===== src/rtl/filter_pkg.sv =====
// Shared filter codes, selection width and control FSM state type.
// Also used by the filter block so both ends agree on filter numbering.
package filter_pkg;

  localparam int unsigned FILTER_SEL_W = 2;
  localparam int unsigned NUM_FILTERS  = 4;

  localparam logic [FILTER_SEL_W-1:0] SEPIA  = 2'd0;
  localparam logic [FILTER_SEL_W-1:0] INVERT = 2'd1;
  localparam logic [FILTER_SEL_W-1:0] FILT2  = 2'd2;
  localparam logic [FILTER_SEL_W-1:0] FILT3  = 2'd3;

  typedef enum logic {
    IDLE,
    ACTIVE
  } fsm_state_e;

  function automatic logic [NUM_FILTERS-1:0] sel_onehot(input logic [FILTER_SEL_W-1:0] code);
    logic [NUM_FILTERS-1:0] oh;
    oh       = '0;
    oh[code] = 1'b1;
    return oh;
  endfunction

endpackage


===== src/rtl/btn_debounce.sv =====
// Raw push-button conditioning: 2-FF synchroniser, stability counter and a
// registered one-cycle press strobe on the debounced rising edge.
module btn_debounce #(
  parameter int unsigned DEBOUNCE_CYCLES = 650000
) (
  input  logic clk,
  input  logic rst_n,
  input  logic btn,
  output logic level,
  output logic strobe
);

  localparam int unsigned CntW = (DEBOUNCE_CYCLES > 2) ? $clog2(DEBOUNCE_CYCLES) : 1;
  localparam logic [CntW-1:0] CntMax = CntW'(DEBOUNCE_CYCLES - 1);

  logic [1:0]      sync_q;
  logic            level_q, level_d;
  logic            prev_q;
  logic            armed_q;
  logic            strobe_q;
  logic [CntW-1:0] cnt_q, cnt_d;

  always_comb begin
    level_d = level_q;
    cnt_d   = cnt_q;
    if (sync_q[1] == level_q) begin
      cnt_d = '0;
    end else if (cnt_q == CntMax) begin
      level_d = sync_q[1];
      cnt_d   = '0;
    end else begin
      cnt_d = cnt_q + CntW'(1);
    end
  end

  // The synchroniser resets to "pressed" and strobes stay disarmed until a
  // low has been seen, so a button held through reset never strobes.
  always_ff @(posedge clk or negedge rst_n) begin
    if (!rst_n) begin
      sync_q   <= 2'b11;
      level_q  <= 1'b0;
      prev_q   <= 1'b0;
      armed_q  <= 1'b0;
      strobe_q <= 1'b0;
      cnt_q    <= '0;
    end else begin
      sync_q   <= {sync_q[0], btn};
      level_q  <= level_d;
      cnt_q    <= cnt_d;
      prev_q   <= level_q;
      armed_q  <= armed_q | ~sync_q[1];
      strobe_q <= armed_q & level_q & ~prev_q;
    end
  end

  assign level  = level_q;
  assign strobe = strobe_q;

endmodule


===== src/rtl/filter_select_ctrl.sv =====
// Button-driven filter enable/selection controller feeding the filter block.
// Optional FILTER_AUTO_CYCLE_EN adds a timed auto-advance of the selection.
module filter_select_ctrl
  import filter_pkg::*;
#(
  parameter int unsigned DEBOUNCE_CYCLES = 650000,
  parameter int unsigned AUTO_PERIOD     = 65000000
) (
  input  logic                    clk,
  input  logic                    rst_n,
  input  logic                    btn_enable,
  input  logic                    btn_next,
  input  logic [NUM_FILTERS-1:0]  btn_sel,
  output logic                    filters_en,
  output logic                    select0,
  output logic                    select1,
  output logic                    select2,
  output logic                    select3,
  output logic [FILTER_SEL_W-1:0] cur_sel
);

  if (DEBOUNCE_CYCLES < 2 || AUTO_PERIOD < 2) begin : g_param_check
    $error("filter_select_ctrl: DEBOUNCE_CYCLES and AUTO_PERIOD must be at least 2");
  end

  logic                   enable_stb, next_stb;
  logic                   enable_lvl, next_lvl;
  logic [NUM_FILTERS-1:0] sel_stb, sel_lvl;

  btn_debounce #(.DEBOUNCE_CYCLES(DEBOUNCE_CYCLES)) u_db_enable (
    .clk    (clk),
    .rst_n  (rst_n),
    .btn    (btn_enable),
    .level  (enable_lvl),
    .strobe (enable_stb)
  );

  btn_debounce #(.DEBOUNCE_CYCLES(DEBOUNCE_CYCLES)) u_db_next (
    .clk    (clk),
    .rst_n  (rst_n),
    .btn    (btn_next),
    .level  (next_lvl),
    .strobe (next_stb)
  );

  for (genvar i = 0; i < NUM_FILTERS; i++) begin : g_db_sel
    btn_debounce #(.DEBOUNCE_CYCLES(DEBOUNCE_CYCLES)) u_db_sel (
      .clk    (clk),
      .rst_n  (rst_n),
      .btn    (btn_sel[i]),
      .level  (sel_lvl[i]),
      .strobe (sel_stb[i])
    );
  end

  // Debounced levels are not needed here; only the press strobes matter.
  logic unused_lvl;
  assign unused_lvl = ^{enable_lvl, next_lvl, sel_lvl};

  fsm_state_e                state_q, state_d;
  logic [FILTER_SEL_W-1:0]   cur_sel_q, cur_sel_d;
  logic [NUM_FILTERS-1:0]    pulse_q, pulse_d;
  logic                      sel_hit;
  logic [FILTER_SEL_W-1:0]   sel_idx;
  logic                      auto_fire;

  always_comb begin
    sel_hit = 1'b0;
    sel_idx = '0;
    // Descending scan so the lowest pressed index is the one that sticks.
    for (int i = NUM_FILTERS - 1; i >= 0; i--) begin
      if (sel_stb[i]) begin
        sel_hit = 1'b1;
        sel_idx = FILTER_SEL_W'(i);
      end
    end
  end

`ifdef FILTER_AUTO_CYCLE_EN
  localparam int unsigned AutoW = $clog2(AUTO_PERIOD);
  localparam logic [AutoW-1:0] AutoMax = AutoW'(AUTO_PERIOD - 1);

  logic [AutoW-1:0] auto_cnt_q, auto_cnt_d;

  always_comb begin
    auto_cnt_d = auto_cnt_q;
    auto_fire  = 1'b0;
    if (state_q != ACTIVE || enable_stb || sel_hit || next_stb) begin
      auto_cnt_d = '0;
    end else if (auto_cnt_q == AutoMax) begin
      auto_cnt_d = '0;
      auto_fire  = 1'b1;
    end else begin
      auto_cnt_d = auto_cnt_q + AutoW'(1);
    end
  end

  always_ff @(posedge clk or negedge rst_n) begin
    if (!rst_n) begin
      auto_cnt_q <= '0;
    end else begin
      auto_cnt_q <= auto_cnt_d;
    end
  end
`else
  assign auto_fire = 1'b0;
`endif

  always_comb begin
    state_d   = state_q;
    cur_sel_d = cur_sel_q;
    pulse_d   = '0;
    unique case (state_q)
      IDLE: begin
        if (enable_stb) begin
          // Re-announce the held selection so the filter block resyncs.
          state_d = ACTIVE;
          pulse_d = sel_onehot(cur_sel_q);
        end
      end
      ACTIVE: begin
        if (enable_stb) begin
          state_d = IDLE;
        end else if (sel_hit) begin
          cur_sel_d = sel_idx;
          pulse_d   = sel_onehot(sel_idx);
        end else if (next_stb || auto_fire) begin
          cur_sel_d = cur_sel_q + FILTER_SEL_W'(1);
          pulse_d   = sel_onehot(cur_sel_q + FILTER_SEL_W'(1));
        end
      end
      default: state_d = IDLE;
    endcase
  end

  always_ff @(posedge clk or negedge rst_n) begin
    if (!rst_n) begin
      state_q   <= IDLE;
      cur_sel_q <= SEPIA;
      pulse_q   <= '0;
    end else begin
      state_q   <= state_d;
      cur_sel_q <= cur_sel_d;
      pulse_q   <= pulse_d;
    end
  end

  assign filters_en = (state_q == ACTIVE);
  assign select0    = pulse_q[0];
  assign select1    = pulse_q[1];
  assign select2    = pulse_q[2];
  assign select3    = pulse_q[3];
  assign cur_sel    = cur_sel_q;

endmodule

===== config.mk =====
export PLATFORM = sky130hd
export DESIGN_NAME = filter_select_ctrl
export DESIGN_NICKNAME = d
export VERILOG_FILES = /design/src/rtl/filter_pkg.sv /design/src/rtl/btn_debounce.sv /design/src/rtl/filter_select_ctrl.sv
export SDC_FILE = /design/constraint.sdc
export NUM_CORES = 1
export LEC_CHECK = 0
export CORE_MARGIN = 3
export CORE_UTILIZATION = 49
export DETAILED_ROUTE_END_ITERATION = 8
export PLACE_DENSITY = 0.65
export SLEW_MARGIN = 20
export SYNTH_ARGS = -nofsm -noshare
export SYNTH_HDL_FRONTEND = slang
export SYNTH_SLANG_ARGS = --single-unit

===== constraint.sdc =====
create_clock -name clk -period 2.3 [get_ports clk]
set_clock_uncertainty 0.2 [all_clocks]
set_input_delay 0.46 -clock clk [delete_from_list [all_inputs] [get_ports clk]]
set_output_delay 0.46 -clock clk [all_outputs]
set_load 0.005 [all_outputs]

==> flow_summary.rst, run 1 <==
.. list-table::
   :header-rows: 1

   * - Metric
     - Value
   * - Status
     - completed
   * - Static Leakage
     - roughly 3.6 nW
   * - Number of levels in the clock H-tree
     - 4
   * - Highest fanout seen on the critical path
     - 9
   * - Number of optimization iterations in the first detailed-route pass
     - 5
   * - Transition time of the tightest slew-check pin
     - 0.4944 ns
   * - Overflow left after global routing
     - 0
   * - # Max-Cap Violations
     - 0
   * - Buffer levels on the longest clock path
     - 2
   * - Endpoint class of the critical path
     - flip-flop
   * - Number of vias per cell
     - 5.627
   * - Diodes inserted
     - 0
   * - Startpoint type of the worst setup path
     - flip-flop
   * - Share of async-settable or async-resettable flops after synthesis
     - 1.000
   * - Overall track demand over capacity in global routing
     - 0.1824
   * - Crit Path Class
     - reg2reg
   * - Synth unique cells
     - 42
   * - Most frequent cell after synthesis
     - sky130_fd_sc_hd__dfrtp_1
   * - Count of flip-flops with a built-in enable after synthesis
     - 0
   * - Post-Layout Inst Area
     - 0.008574 mm²
   * - Max Freq
     - 468.8 MHz
   * - Largest net degree at the start of global routing
     - 54
   * - Cts bufs inserted
     - 17
   * - Clock slew seen by the registers of the worst setup and hold paths
     - roughly 0.060 ns
   * - Die Footprint
     - around 0.017 mm²
   * - Critical Path AT
     - about 2.3 ns
   * - Maximum ir drop on the vdd rail
     - 0.6689 mV
   * - Clock period minus worst slack
     - 2.133 ns
   * - Mean routed wirelength per cell
     - ~15 µm
   * - Share of Yosys cell area claimed by the top area cell type
     - 0.5044
   * - Number of antenna violations at the first check in global routing
     - 0
   * - Via count of the first global-routing pass
     - 5383
   * - Cell type with the highest aggregate area in the netlist
     - sky130_fd_sc_hd__dfrtp_1
   * - Initial standard-cell utilization of the core
     - 0.5077
   * - Required time worst endpoint
     - around 2.4 ns
   * - Number of warnings printed during yosys synthesis
     - 0
   * - Post-route antenna net violation count
     - 0
   * - Instance area after placement
     - roughly 0.008 mm²
   * - Cell area after synthesis
     - 0.007491 mm²
   * - Final count of negative-setup-slack endpoints
     - 0
   * - CTS tree
     - done
   * - Die Y
     - roughly 130 µm
   * - Number of sinks driven by the clock tree
     - 163
   * - Post-layout nets
     - 780
   * - Post-CTS repair timing setup buffer count
     - 0
   * - Worst rel slew slack
     - 0.6674
   * - Unrepaired setup endpoints after global routing
     - false
   * - Final Hold Slack
     - 0.1551 ns
   * - Post-synth net total
     - 752
   * - Top Ports
     - 15
   * - Worst-skew pair later-pin latency
     - 0.42 ns
   * - Flops & latches, synth
     - 163
   * - Total of buffers placed on input and output ports
     - 14
   * - Cell at the root of the clock tree
     - sky130_fd_sc_hd__clkbuf_16
   * - Final Hold Viols
     - 0
   * - Synth Area per Inst
     - 10.21 µm²
   * - Number of placement rows
     - between 40 and 50
   * - Class of the tightest hold or removal check
     - reg2reg
   * - Final core occ
     - 0.5812
   * - Fraction of layout cells with a size suffix above 1
     - 0.1019
   * - Via count
     - 5396
   * - Synth Instances
     - 734
   * - Proportion of synthesized chip area in sequential cells
     - 0.5465
   * - Total power after layout
     - ~0.006 W
   * - Synth cell count leaders
     - 151 x sky130_fd_sc_hd__dfrtp_1, 98 x sky130_fd_sc_hd__nor2_1, 46 x sky130_fd_sc_hd__nand2_1, 42 x sky130_fd_sc_hd__nand3_1, 41 x sky130_fd_sc_hd__a21oi_1
   * - Number of DRC markers after the initial detailed-route iteration
     - 347
   * - Drc violations
     - 0
   * - Layout overhead on the synthesized area
     - 14.46%
   * - Global-route wire length before repair
     - 24.71 mm
   * - RePlAce Congestion
     - 0.8656
   * - Max-slew violation count
     - 0
   * - Final setup TNS
     - 0 ns
   * - Post-synth top flop
     - sky130_fd_sc_hd__dfrtp_1
   * - Horizontal extent of the die
     - 129.6 µm
   * - HPWL after detailed placement
     - 9.634 mm
   * - Share of the clock period used by the worst path after layout
     - 0.9274
   * - Area of the core
     - about 0.015 mm²
   * - Final wirelength
     - roughly 14 mm
   * - PwrDens
     - approximately 710 mW/mm²
   * - Biggest area contributors in the synthesized netlist
     - sky130_fd_sc_hd__dfrtp_1 50%, sky130_fd_sc_hd__nor2_1 4.9%, sky130_fd_sc_hd__xor2_1 4.7%, sky130_fd_sc_hd__dfstp_2 4.2%, sky130_fd_sc_hd__xnor2_1 4.1%
-- worst max-delay path, stage by stage, from the launching register on --
cell and delay (ns):
sky130_fd_sc_hd__dfrtp_1 0.38, sky130_fd_sc_hd__ha_1 0.21, sky130_fd_sc_hd__nand2_1 0.11, sky130_fd_sc_hd__or3_1 0.52, sky130_fd_sc_hd__or4_1 0.46, sky130_fd_sc_hd__a21oi_1 0.18
-- layout make-up --
class,count,area [µm²]
inverter,27,101.3
timing repair buffer,32,304.0
tap,184,230.2
clock inverter,12,177.7
multi-input combinational,521,3211
clock buffer,20,456.7
fill,1260,6180
sequential,163,4094
-- cells in the final DEF, fill, tap and decap left out, types with 3 or more instances in the layout --
cell and count:
sky130_fd_sc_hd__nand2_1 46, sky130_fd_sc_hd__or3_1 24, sky130_fd_sc_hd__o31ai_1 19, sky130_fd_sc_hd__buf_4 15, sky130_fd_sc_hd__inv_1 27, sky130_fd_sc_hd__nor2_1 98, sky130_fd_sc_hd__mux2_2 6, sky130_fd_sc_hd__clkinv_2 3
sky130_fd_sc_hd__dfrtp_1 151, sky130_fd_sc_hd__or2_2 3, sky130_fd_sc_hd__inv_6 3, sky130_fd_sc_hd__ha_1 10, sky130_fd_sc_hd__a21oi_1 41, sky130_fd_sc_hd__xnor2_1 35, sky130_fd_sc_hd__nor4_1 13, sky130_fd_sc_hd__and3_1 16
sky130_fd_sc_hd__nand3_1 42, sky130_fd_sc_hd__clkdlybuf4s50_1 13, sky130_fd_sc_hd__o21ai_0 23, sky130_fd_sc_hd__bufinv_16 4, sky130_fd_sc_hd__and2_1 4, sky130_fd_sc_hd__clkbuf_16 17, sky130_fd_sc_hd__dfstp_2 12, sky130_fd_sc_hd__nand2b_1 7
sky130_fd_sc_hd__and4_1 10, sky130_fd_sc_hd__nand4_1 26, sky130_fd_sc_hd__or4_1 20, sky130_fd_sc_hd__nor3_1 11, sky130_fd_sc_hd__xor2_1 40
-- layer usage --
layer,vias up,global-route usage,share of wire
li1,2633,-,-
met2,84,0.2936,0.49
met1,2662,0.2347,0.46
met5,-,0,0
met4,0,0.07518,0.017
met3,17,0.04905,0.033
-- power by group --
part | switching (W) | internal [W]
Combinational | 0.000116 | 0.0000597
Clock | 0.00111 | 0.00188
Sequential | 0.0000328 | 0.00291
Total | 0.00126 | 0.00485
-- path summary, 6_finish.rpt --
kind	start	end	slack, ns	depth (start not counted)
min in group asynchronous	rst_n	g_db_sel[3].u_db_sel.cnt_q[15]	0.33	2
max	g_db_sel[0].u_db_sel.cnt_q[0]	g_db_sel[0].u_db_sel.cnt_q[14]	0.17	5
min	u_db_enable.sync_q[0]	u_db_enable.sync_q[1]	0.16	0
min reg2reg	u_db_enable.sync_q[0]	u_db_enable.sync_q[1]	0.16	0
max reg2reg	g_db_sel[0].u_db_sel.cnt_q[0]	g_db_sel[0].u_db_sel.cnt_q[14]	0.17	5
max in group asynchronous	rst_n	u_db_enable.sync_q[0]	0.92	3
-- state kept, by name, summed over array words and instances, names as in the netlist, 2 cells and up --
name,count
g_db_sel.u_db_sel.armed_q,4
u_db_next.sync_q,2
pulse_q,4
g_db_sel.u_db_sel.strobe,4
u_db_enable.cnt_q,20
g_db_sel.u_db_sel.sync_q,8
g_db_sel.u_db_sel.level,4
cur_sel,2
u_db_next.cnt_q,20
g_db_sel.u_db_sel.prev_q,4
u_db_enable.sync_q,2
g_db_sel.u_db_sel.cnt_q,80
-- stage by stage --
stage          std cells  setup slack [ns]
2_1_floorplan        734            0.2297
3_3_place_gp         926            0.2697
3_5_place_dp         926            0.1858
4_1_cts              959            0.1763
5_1_grt              959           0.04746
6_report             959            0.1669
-- timing repair --
action / CTS / global route
endpoints found under the hold margin: 35 / 0
resized for setup: 0 / 0
hold buffers: 1 / 0
endpoints found under the setup margin: 0 / 0
-- kinds of logic after synthesis --
logic type	share of synthesized area
AOI/OAI and AO/OA	0.07884
xor gates and xnor gates	0.08769
adders and majority gates	0.01670
buffers and inverters	0.02555
DFF	0.5465
muxes	0.01169
and+or+nand+nor	0.2330
Note: power is estimated with default switching activity, not from simulation.
==> run 2: changes to the inputs <==
Settings changed: CELL_PAD_IN_SITES_DETAIL_PLACEMENT set to 1, CELL_PAD_IN_SITES_GLOBAL_PLACEMENT set to 2, CORE_MARGIN 3 to 5, CORE_UTILIZATION 49 to 41, PLACE_DENSITY 0.65 to unset, PLACE_DENSITY_LB_ADDON set to 0.1.
==> run 2 against run 1 <==
Maximum frequency is 0.84% higher; count of clock-buffer cells in the layout is 4 higher; largest cell class unchanged; non-clock buffer count is 7 higher; largest power group unchanged; via count is 1.5% higher; critical path depth stayed put.
==> flow_summary.rst, run 2 (synthesized netlist as in run 1, its figures left out) <==
.. list-table::
   :header-rows: 1

   * - Metric
     - Value
   * - Number of levels in the clock H-tree
     - 4 (unchanged)
   * - Number of antenna violations at the first check in global routing
     - 0 (unchanged)
   * - Clk pwr share
     - 0.485 (-0.005)
   * - Number of instances in the placed design
     - 978 (+5.6%)
   * - Die Y
     - 145.2 µm (+12%)
   * - Overall track demand over capacity in global routing
     - 0.1642 (-0.01820)
   * - Required time worst endpoint
     - 2.45 ns (about the same)
   * - Share of total power consumed by net switching
     - 0.2096 (+0.003449)
   * - RePlAce Congestion
     - 0.7716 (-11%)
   * - Max-slew violation count
     - 0 (unchanged)
   * - Critical Path AT
     - 2.26 ns (about the same)
   * - Number of resized instances in the post-cts repair step
     - 0 (unchanged)
   * - Initial standard-cell utilization of the core
     - 0.4170 (-0.09071)
   * - Drc violations
     - 0 (unchanged)
   * - Maximum ir drop on the vdd rail
     - 0.4823 mV (-28%)
   * - Comb pwr share
     - 0.030 (about the same)
   * - Unrepaired setup endpoints after global routing
     - false
   * - PwrDens
     - 699.7 mW/mm² (-1.9%)
   * - Number of vias per cell
     - 5.416 (-3.7%)
   * - P_int
     - 0.004800 W (-1.1%)
   * - Class of the tightest hold or removal check
     - reg2reg
   * - Largest net degree at the start of global routing
     - 66 (+22%)
   * - Global-route wire length before repair
     - 29.19 mm (+18%)
   * - Endpoint class of the critical path
     - flip-flop
   * - Part of the total power dissipated in sequential elements
     - 0.485 (+0.003)
   * - Die Footprint
     - 0.02107 mm² (+25%)
   * - Cell at the root of the clock tree
     - sky130_fd_sc_hd__clkbuf_16
   * - Horizontal extent of the die
     - 145.2 µm (+12%)
   * - Post-route antenna net violation count
     - 0 (unchanged)
   * - Via count of the first global-routing pass
     - 6164 (+15%)
   * - Post-layout nets
     - 787 (+0.90%)
   * - Most frequent standard cell in the layout excluding fill and tap cells
     - sky130_fd_sc_hd__dfrtp_1
   * - # Max-Cap Violations
     - 0 (unchanged)
   * - Worst-skew pair later-pin latency
     - 0.42 ns (about the same)
   * - CTS tree
     - done
   * - Crit Path Class
     - reg2reg
   * - Via count
     - 5476 (+1.5%)
   * - Flip-flop count of the largest register after layout
     - 80 (unchanged)
   * - Max Freq
     - 472.8 MHz (+0.84%)
   * - Clock period minus worst slack
     - 2.115 ns (-0.01787 ns)
   * - Final non-filler cell total
     - 1011 (+5.4%)
   * - HPWL after detailed placement
     - 11.10 mm (+15%)
   * - Final wirelength
     - 16.04 mm (+15%)
   * - Highest fanout seen on the critical path
     - 9 (unchanged)
   * - Status
     - completed
   * - Total of buffers placed on input and output ports
     - 14 (unchanged)
   * - Number of optimization iterations in the first detailed-route pass
     - 4 (-1)
   * - Worst rel slew slack
     - 0.6883 (+0.02093)
   * - Post-CTS repair timing setup buffer count
     - 0 (unchanged)
   * - Buffer levels on the longest clock path
     - 2 (unchanged)
   * - Overflow left after global routing
     - 0 (unchanged)
   * - Clock slew seen by the registers of the worst setup and hold paths
     - 0.06 ns (about the same)
   * - Startpoint type of the worst setup path
     - flip-flop
   * - Mean routed wirelength per cell
     - 15.87 µm (+9.0%)
   * - Layout overhead on the synthesized area
     - 15.87%
   * - Final Hold Viols
     - 0 (unchanged)
   * - Static Leakage
     - 3.589 nW (+0.55%)
   * - Cts bufs inserted
     - 17 (unchanged)
   * - Area of the core
     - 0.01796 mm² (+22%)
   * - Transition time of the tightest slew-check pin
     - 0.4633 ns (-0.03111 ns)
   * - Share of the clock period used by the worst path after layout
     - 0.9197 (-0.007769)
   * - Number of DRC markers after the initial detailed-route iteration
     - 168 (-52%)
   * - Most frequent cells in the layout
     - 151 x sky130_fd_sc_hd__dfrtp_1, 98 x sky130_fd_sc_hd__nor2_1, 46 x sky130_fd_sc_hd__nand2_1, 42 x sky130_fd_sc_hd__nand3_1, 41 x sky130_fd_sc_hd__a21oi_1
   * - Number of sinks driven by the clock tree
     - 163 (unchanged)
   * - Most flop-heavy register
     - g_db_sel.u_db_sel.cnt_q
   * - Top flop regs
     - g_db_sel.u_db_sel.cnt_q (80), u_db_enable.cnt_q (20), u_db_next.cnt_q (20)
   * - Number of placement rows
     - 49 (+11%)
   * - Switching pwr
     - 0.001273 W (+0.99%)
   * - Diodes inserted
     - 0 (unchanged)
   * - Final count of negative-setup-slack endpoints
     - 0 (unchanged)
   * - Top Ports
     - 15 (unchanged)
   * - Fraction of layout cells with a size suffix above 1
     - 0.1074 (+0.005481)
   * - Final setup TNS
     - 0 ns (unchanged)
## run 2: cell types whose count changed in the layout (fill, tap and decap cells not counted)
cell / before / now
sky130_fd_sc_hd__clkbuf_1: 1 / 3
sky130_fd_sc_hd__buf_12: 2 / 3
sky130_fd_sc_hd__clkinvlp_4: 1 / 3
sky130_fd_sc_hd__bufinv_16: 4 / 3
sky130_fd_sc_hd__clkinv_2: 3 / 1
sky130_fd_sc_hd__buf_4: 15 / 21
sky130_fd_sc_hd__clkbuf_8: 2 / 4
sky130_fd_sc_hd__inv_6: 3 / 0
## run 2: layout make-up
cell class	instances	area (µm²)
repair buffers	39	369.1
multi-input cells	521	3211
clock inverters	8	126.4
inverters	27	101.3
flip-flops and latches	163	4094
clock buffers	24	491.7
well taps	229	286.5
fillers	1981	9284
## run 2: layer usage
layer,routed length (µm),GRT usage,up-vias
met1,7460,0.2052,2770
met2,8018,0.2809,33
met4,247,0.05784,0
met5,0,0,-
met3,317,0.03648,21
li1,-,-,2652
## run 2: through the flow
| stage | instance area [µm²] | total power, W | utilization | hold WS, ns | setup WS, ns |
|---|---|---|---|---|---|
| global placement | 8051 | 0.003177 | 0.4482 | 0.07661 | 0.2463 |
| global route | 8680 | 0.006341 | 0.4832 | 0.1611 | 0.05036 |
| finish | 8680 | 0.006073 | 0.4832 | 0.1574 | 0.1848 |
| detailed placement | 8051 | 0.003188 | 0.4482 | 0.07589 | 0.1931 |
| floorplan | 7491 | 0.003063 | - | -0.03559 | 0.2297 |
| CTS | 8680 | 0.006200 | 0.4832 | 0.1585 | 0.1616 |
## run 2: critical path, stage by stage (launching register included)
cell                      delay [ns]
sky130_fd_sc_hd__dfrtp_1        0.37
sky130_fd_sc_hd__ha_1           0.21
sky130_fd_sc_hd__nand2_1        0.13
sky130_fd_sc_hd__or3_1          0.53
sky130_fd_sc_hd__or4_1          0.44
sky130_fd_sc_hd__a21oi_1        0.16
## run 2: what timing repair did
action | 4_1_cts | 5_1_grt
hold buffers | 1 | 0
setup endpoints to repair | 0 | 0
endpoints found under the hold margin | 151 | 0
## run 2: worst paths after layout
| kind | from | to | slack (ns) | cells after the start |
|---|---|---|---|---|
| hold / removal | u_db_next.sync_q[0] | u_db_next.sync_q[1] | 0.16 | 0 |
| max in group asynchronous | rst_n | u_db_next.sync_q[0] | 1.09 | 3 |
| min in group asynchronous | rst_n | g_db_sel[3].u_db_sel.cnt_q[8] | 0.21 | 2 |
| setup reg to reg | g_db_sel[0].u_db_sel.cnt_q[0] | g_db_sel[0].u_db_sel.cnt_q[16] | 0.18 | 5 |
| setup / recovery | g_db_sel[0].u_db_sel.cnt_q[0] | g_db_sel[0].u_db_sel.cnt_q[16] | 0.18 | 5 |
| hold reg to reg | u_db_next.sync_q[0] | u_db_next.sync_q[1] | 0.16 | 0 |
## run 2: power by group through the flow
stage / Combinational (W) / Sequential [W] / Clock (W)
after global placement: 0.000183 / 0.00299 / 0
after detailed placement: 0.000191 / 0.00300 / 0
final: 0.000184 / 0.00294 / 0.00295
after global routing: 0.000214 / 0.00295 / 0.00318
after CTS: 0.000194 / 0.00294 / 0.00306
after floorplan: 0.0000750 / 0.00299 / 0
==> run 3: changes to the inputs <==
Settings changed: CAP_MARGIN set to 20, CTS_CLUSTER_SIZE set to 14.
==> results of run 3 <==
No change in the layout: final DEF, timing and power equal those of run 2.
